**src/rtl/game_pkg.sv**
```systemverilog
// Shared state codes and constants for the game flow controller.
package game_pkg;

   localparam logic [1:0] ST_IDLE = 2'b00;
   localparam logic [1:0] ST_MAZE = 2'b01;
   localparam logic [1:0] ST_WIN  = 2'b10;
   localparam logic [1:0] ST_LED  = 2'b11;

   localparam logic [3:0] STATUS_DONE   = 4'hF;
   localparam logic [3:0] WIN_COUNT_MAX = 4'hF;

   typedef enum logic [1:0] {
      StIdle = ST_IDLE,
      StMaze = ST_MAZE,
      StWin  = ST_WIN,
      StLed  = ST_LED
   } game_state_e;

endpackage

```
**src/rtl/button_debounce.sv**
```systemverilog
// One push-button: 2-FF synchroniser, consecutive-cycle debouncer and rising-edge pulse.
module button_debounce
   import game_pkg::*;
#(
   parameter int unsigned DEBOUNCE_CYCLES = 1000000
) (
   input  logic clk_i,
   input  logic rst_ni,
   input  logic btn_i,
   output logic level_o,
   output logic pulse_o
);

   localparam int unsigned    CntW    = $clog2(DEBOUNCE_CYCLES) + 1;
   localparam logic [CntW-1:0] CntLast = CntW'(DEBOUNCE_CYCLES - 1);

   logic            sync1_q, sync2_q;
   logic [1:0]      vld_q;
   logic            arm_q;
   logic            level_q, prev_q, pulse_q;
   logic [CntW-1:0] cnt_q;

   always_ff @(posedge clk_i or negedge rst_ni) begin
      if (!rst_ni) begin
         sync1_q <= 1'b0;
         sync2_q <= 1'b0;
         vld_q   <= 2'b00;
         arm_q   <= 1'b0;
         level_q <= 1'b0;
         prev_q  <= 1'b0;
         pulse_q <= 1'b0;
         cnt_q   <= '0;
      end else begin
         sync1_q <= btn_i;
         sync2_q <= sync1_q;
         // Arm only once the synchronised button has been seen released, so a button
         // held through reset release cannot produce a pulse.
         vld_q <= {vld_q[0], 1'b1};
         if (vld_q[1] && !sync2_q) begin
            arm_q <= 1'b1;
         end
         if (sync2_q != level_q) begin
            if (cnt_q == CntLast) begin
               level_q <= sync2_q;
               cnt_q   <= '0;
            end else begin
               cnt_q <= cnt_q + CntW'(1);
            end
         end else begin
            cnt_q <= '0;
         end
         prev_q  <= level_q;
         pulse_q <= arm_q & level_q & ~prev_q;
      end
   end

   assign level_o = level_q;
   assign pulse_o = pulse_q;

endmodule

```
**src/rtl/game_mode_sequencer.sv**
```systemverilog
// Master game flow controller: debounced buttons select MAZE/LED, completion shows WIN.
// Optional GAME_ABORT_EN: debounced L+R held in MAZE/LED aborts back to IDLE.
module game_mode_sequencer
   import game_pkg::*;
#(
   parameter int unsigned DEBOUNCE_CYCLES = 1000000,
   parameter int unsigned WIN_HOLD_CYCLES = 500000000
) (
   input  logic       CLK,
   input  logic       RESET,
   input  logic       BTNL,
   input  logic       BTNC,
   input  logic       BTNR,
   input  logic [3:0] MAZE_STATUS,
   input  logic [3:0] LED_STATUS,
   output logic [1:0] MASTER_STATE,
   output logic       MODE_START,
   output logic [2:0] BTN_PULSE,
   output logic [3:0] WIN_COUNT
);

   localparam int unsigned     HoldW    = $clog2(WIN_HOLD_CYCLES) + 1;
   localparam logic [HoldW-1:0] HoldLast = HoldW'(WIN_HOLD_CYCLES - 1);

   logic lvl_l, lvl_r, unused_lvl_c;
   logic pulse_l, pulse_c, pulse_r;
   logic abort;

   button_debounce #(.DEBOUNCE_CYCLES(DEBOUNCE_CYCLES)) u_btn_l (
      .clk_i   (CLK),
      .rst_ni  (RESET),
      .btn_i   (BTNL),
      .level_o (lvl_l),
      .pulse_o (pulse_l)
   );

   button_debounce #(.DEBOUNCE_CYCLES(DEBOUNCE_CYCLES)) u_btn_c (
      .clk_i   (CLK),
      .rst_ni  (RESET),
      .btn_i   (BTNC),
      .level_o (unused_lvl_c),
      .pulse_o (pulse_c)
   );

   button_debounce #(.DEBOUNCE_CYCLES(DEBOUNCE_CYCLES)) u_btn_r (
      .clk_i   (CLK),
      .rst_ni  (RESET),
      .btn_i   (BTNR),
      .level_o (lvl_r),
      .pulse_o (pulse_r)
   );

`ifdef GAME_ABORT_EN
   assign abort = lvl_l & lvl_r;
`else
   logic unused_lvl;
   assign unused_lvl = lvl_l ^ lvl_r;
   assign abort      = 1'b0;
`endif

   game_state_e      state_q;
   logic [HoldW-1:0] hold_q;
   logic [3:0]       win_cnt_q;
   logic             mode_start_q;

   always_ff @(posedge CLK or negedge RESET) begin
      if (!RESET) begin
         state_q      <= StIdle;
         hold_q       <= '0;
         win_cnt_q    <= '0;
         mode_start_q <= 1'b0;
      end else begin
         mode_start_q <= 1'b0;
         unique case (state_q)
            StIdle: begin
               if (pulse_c) begin
                  state_q <= StWin;
                  hold_q  <= '0;
               end else if (pulse_l) begin
                  state_q      <= StLed;
                  mode_start_q <= 1'b1;
               end else if (pulse_r) begin
                  state_q      <= StMaze;
                  mode_start_q <= 1'b1;
               end
            end
            StMaze, StLed: begin
               if (abort) begin
                  state_q <= StIdle;
               end else if ((state_q == StMaze ? MAZE_STATUS : LED_STATUS) == STATUS_DONE) begin
                  state_q <= StWin;
                  hold_q  <= '0;
                  if (win_cnt_q != WIN_COUNT_MAX) begin
                     win_cnt_q <= win_cnt_q + 4'd1;
                  end
               end
            end
            StWin: begin
               if (hold_q == HoldLast) begin
                  state_q <= StIdle;
               end else begin
                  hold_q <= hold_q + HoldW'(1);
               end
            end
         endcase
      end
   end

   assign MASTER_STATE = state_q;
   assign MODE_START   = mode_start_q;
   assign BTN_PULSE    = {pulse_l, pulse_c, pulse_r};
   assign WIN_COUNT    = win_cnt_q;

endmodule

```
**config.mk**
```make
export PLATFORM = sky130hd
export DESIGN_NAME = game_mode_sequencer
export DESIGN_NICKNAME = d
export VERILOG_FILES = /design/src/rtl/game_pkg.sv /design/src/rtl/button_debounce.sv /design/src/rtl/game_mode_sequencer.sv
export SDC_FILE = /design/constraint.sdc
export NUM_CORES = 1
export LEC_CHECK = 0
export CORE_ASPECT_RATIO = 1.4
export CORE_MARGIN = 1
export CORE_UTILIZATION = 60
export DETAILED_ROUTE_END_ITERATION = 10
export PLACE_DENSITY_LB_ADDON = 0.1
export SYNTH_ARGS = -nofsm -noshare
export SYNTH_HDL_FRONTEND = slang
export SYNTH_SLANG_ARGS = --single-unit
```
**constraint.sdc**
```tcl
create_clock -name CLK -period 4.46 [get_ports CLK]
set_input_delay 0.669 -clock CLK [delete_from_list [all_inputs] [get_ports CLK]]
set_output_delay 0.669 -clock CLK [all_outputs]
set_load 0.01 [all_outputs]
```
==> results.sh <==
export IMPL_critical_path_arrival_ns=3.14
export IMPL_hp_class="reg -> reg"
export IMPL_rsz0062_at_grt="false"
export IMPL_numCtsBuffers=17
export IMPL_finalSetupViolCount=0
export IMPL_synth_top_cell_by_area="dfrtp_1"
export IMPL_grt_ovfl_total=0
export IMPL_design_area_mm2=0.006749
export IMPL_synth_edff_count=0
export IMPL_yosys_top_cells_area="dfrtp_1 52%, xnor2_1 6.0%, nor2_1 5.7%"
export IMPL_io_buffers=22
export IMPL_timing_final_ws_setup_ns=1.594
export IMPL_syn_to_final_growth_pct=16.00
export IMPL_grt_pass1_wl_mm=21.61
export IMPL_crit_path_end_kind="flop"
export IMPL_hold_slack_ns=0.3482
export IMPL_ant_nets=0
export IMPL_dpl_cell_area_mm2=0.006105
export IMPL_drt_initial_drc_count=294
export IMPL_syn_area_mm2=0.005818
export IMPL_rrSetupSlack_ns=1.59
export IMPL_antenna_found_initial=0
export IMPL_fin_tns_setup_ns=0
export IMPL_yosysMostFrequentCell="dfrtp_1"
export IMPL_dr_pass1_iters=5
export IMPL_cts_root_buf="clkbuf_16"
export IMPL_p_leak_nw=2.803
export IMPL_min_period_over_period_pct=64.26
export IMPL_syn_inst=604
export IMPL_post_cts_resized=0
export IMPL_post_cts_buffers=0
export IMPL_clk_pin_slew_ns=0.05
export IMPL_ctsHoldBuffers=0
export IMPL_cts_max_level=4
export IMPL_cts_tree="done"
export IMPL_skew_ns=0.006303
export IMPL_crit_fanout=22
export IMPL_syn_nets=622
export IMPL_die_width_um=85.23
export IMPL_antenna_cells=0
export IMPL_vias=4649
export IMPL_status="complete, no violations"
export IMPL_vias_per_cell=6.207
export IMPL_clk_path_buf_depth=2
export IMPL_insertion_delay_ns=0.41
export IMPL_drc_errors=0
export IMPL_syn_area_per_cell_um2=9.633
export IMPL_synth_common_cells="120 x dfrtp_1, 88 x nor2_1, 51 x nand2_1, 40 x xnor2_1, 39 x nand3_1"
export IMPL_cp_data_required_time_ns=4.74
export IMPL_grt_usage_pct=27.59
export IMPL_chipHeight_um=118.5
export IMPL_coreArea_mm2=0.009459
export IMPL_cap_violations=0
export IMPL_die_area_mm2=0.01010
export IMPL_drive_gt1_share_pct=7.825
export IMPL_synthFlopType="dfrtp_1"
export IMPL_ys_seq_area_share_pct=51.61
export IMPL_netlist_cell_type_count=51
export IMPL_grt_max_degree=66
export IMPL_clkSinkCount=120
export IMPL_peakVddDrop_mv=0.3286
export IMPL_yosys_area_top_type_share_pct=51.61
export IMPL_min_period_ns=2.866
export IMPL_hold_viol=0
export IMPL_synthArstFlopShare_pct=100.0
export IMPL_yosysWarnings=0
export IMPL_wl_per_cell_um=16.98
export IMPL_crit_type="reg -> reg"
export IMPL_initial_utilization_pct=61.51
export IMPL_drv_slew=0
export IMPL_rows=42
export IMPL_fmax_mhz=348.9
export IMPL_num_fill_cells=701
export IMPL_power_density_mw_per_mm2=483.2
export IMPL_worst_pin_slew_ns=1.182
export IMPL_start_kind="flop"
export IMPL_dp_hpwl_mm=8.052
export IMPL_ios=23
export IMPL_ys_ff_latch=120
export IMPL_wl_mm=12.72
export IMPL_place_ws_ns=1.678
export IMPL_grt_pass1_vias=4748
export IMPL_globalplace_congestion=0.8470
export IMPL_fin_nets=644
export IMPL_maxSlewHeadroom_pct=20.49
[worst max-delay path, stage by stage (launching register included)]
cell and delay [ns]:
dfrtp_1 0.44, or4b_2 0.65, nor3_1 0.15, nand4_1 0.85, o21ai_0 0.51, o21ai_0 0.14
[flip-flops by register name, indices dropped and copies added, names as in the netlist, 2 cells and up]
name / flops
hold_q: 30
u_btn_c.cnt_q: 21
u_btn_l.cnt_q: 21
u_btn_r.cnt_q: 21
WIN_COUNT: 4
MASTER_STATE: 2
[cell usage in the layout, fill, tap and decap left out, types with 9 or more instances in the layout]
cell type / n
a21oi_1: 9
and3_1: 20
clkbuf_16: 17
clkdlybuf4s50_1: 21
dfrtp_1: 120
inv_1: 19
nand2_1: 51
nand3_1: 39
nand4_1: 26
nor2_1: 88
nor3_1: 25
nor4_1: 14
o21ai_0: 22
xnor2_1: 40
xor2_1: 22
[report_power, final]
part	leakage [nW]	total [mW]	switching, mW	internal [mW]
registers	1.62	1.32	0.139	1.18
logic	0.872	0.442	0.276	0.166
clock network	0.310	1.50	0.493	1.00
[area by class of cell]
cell class	instances	area [um^2]	area share (%)
well taps	110	137.6	2.039
clock buffers	20	446.7	6.618
clock inverters	12	197.7	2.929
repair buffers	26	247.7	3.671
flip-flops and latches	120	3003	44.49
multi-input cells	442	2645	39.19
inverters	19	71.32	1.057
[metal layers]
layer / part of all wire [%] / vias to the layer above / wire [um] / global-route usage, %
met3: 4.3 / 26 / 549 / 6.774
met5: 0 / - / 0 / 0
met1: 40 / 2330 / 5103 / 31.65
li1: - / 2187 / - / -
met2: 54 / 106 / 6827 / 47.63
met4: 1.8 / 0 / 234 / 13.45
[metrics by stage]
| step | std cells | util (%) | power [mW] |
|---|---|---|---|
| 3_5_place_dp | 717 | 64.54 | 1.768 |
| 5_1_grt | 749 | 71.35 | 3.384 |
| 6_report | 749 | 71.35 | 3.261 |
| 2_1_floorplan | 604 | - | 1.586 |
| 3_3_place_gp | 717 | 64.54 | 1.743 |
| 4_1_cts | 749 | 71.35 | 3.269 |
[worst paths after layout]
path                                    to             from  cells past startpoint
min                        u_btn_l.sync2_q  u_btn_l.sync1_q                      0
min reg2reg                u_btn_l.sync2_q  u_btn_l.sync1_q                      0
min in group asynchronous       hold_q[27]            RESET                      1
max in group asynchronous        hold_q[5]            RESET                      2
max reg2reg                MASTER_STATE[1]        hold_q[8]                      5
max                        MASTER_STATE[1]        hold_q[8]                      5
[logic make-up after synthesis]
family / count (synthesis) / synth area share, %
flops: 120 / 51.61
compound gates: 70 / 8.065
buf+inv: 42 / 2.968
simple gates: 299 / 25.96
xor+xnor: 62 / 9.333
fa+ha+maj: 5 / 1.075
mux: 5 / 0.9247
other cells: 1 / 0.06445
(Power assumes the default switching activity.)
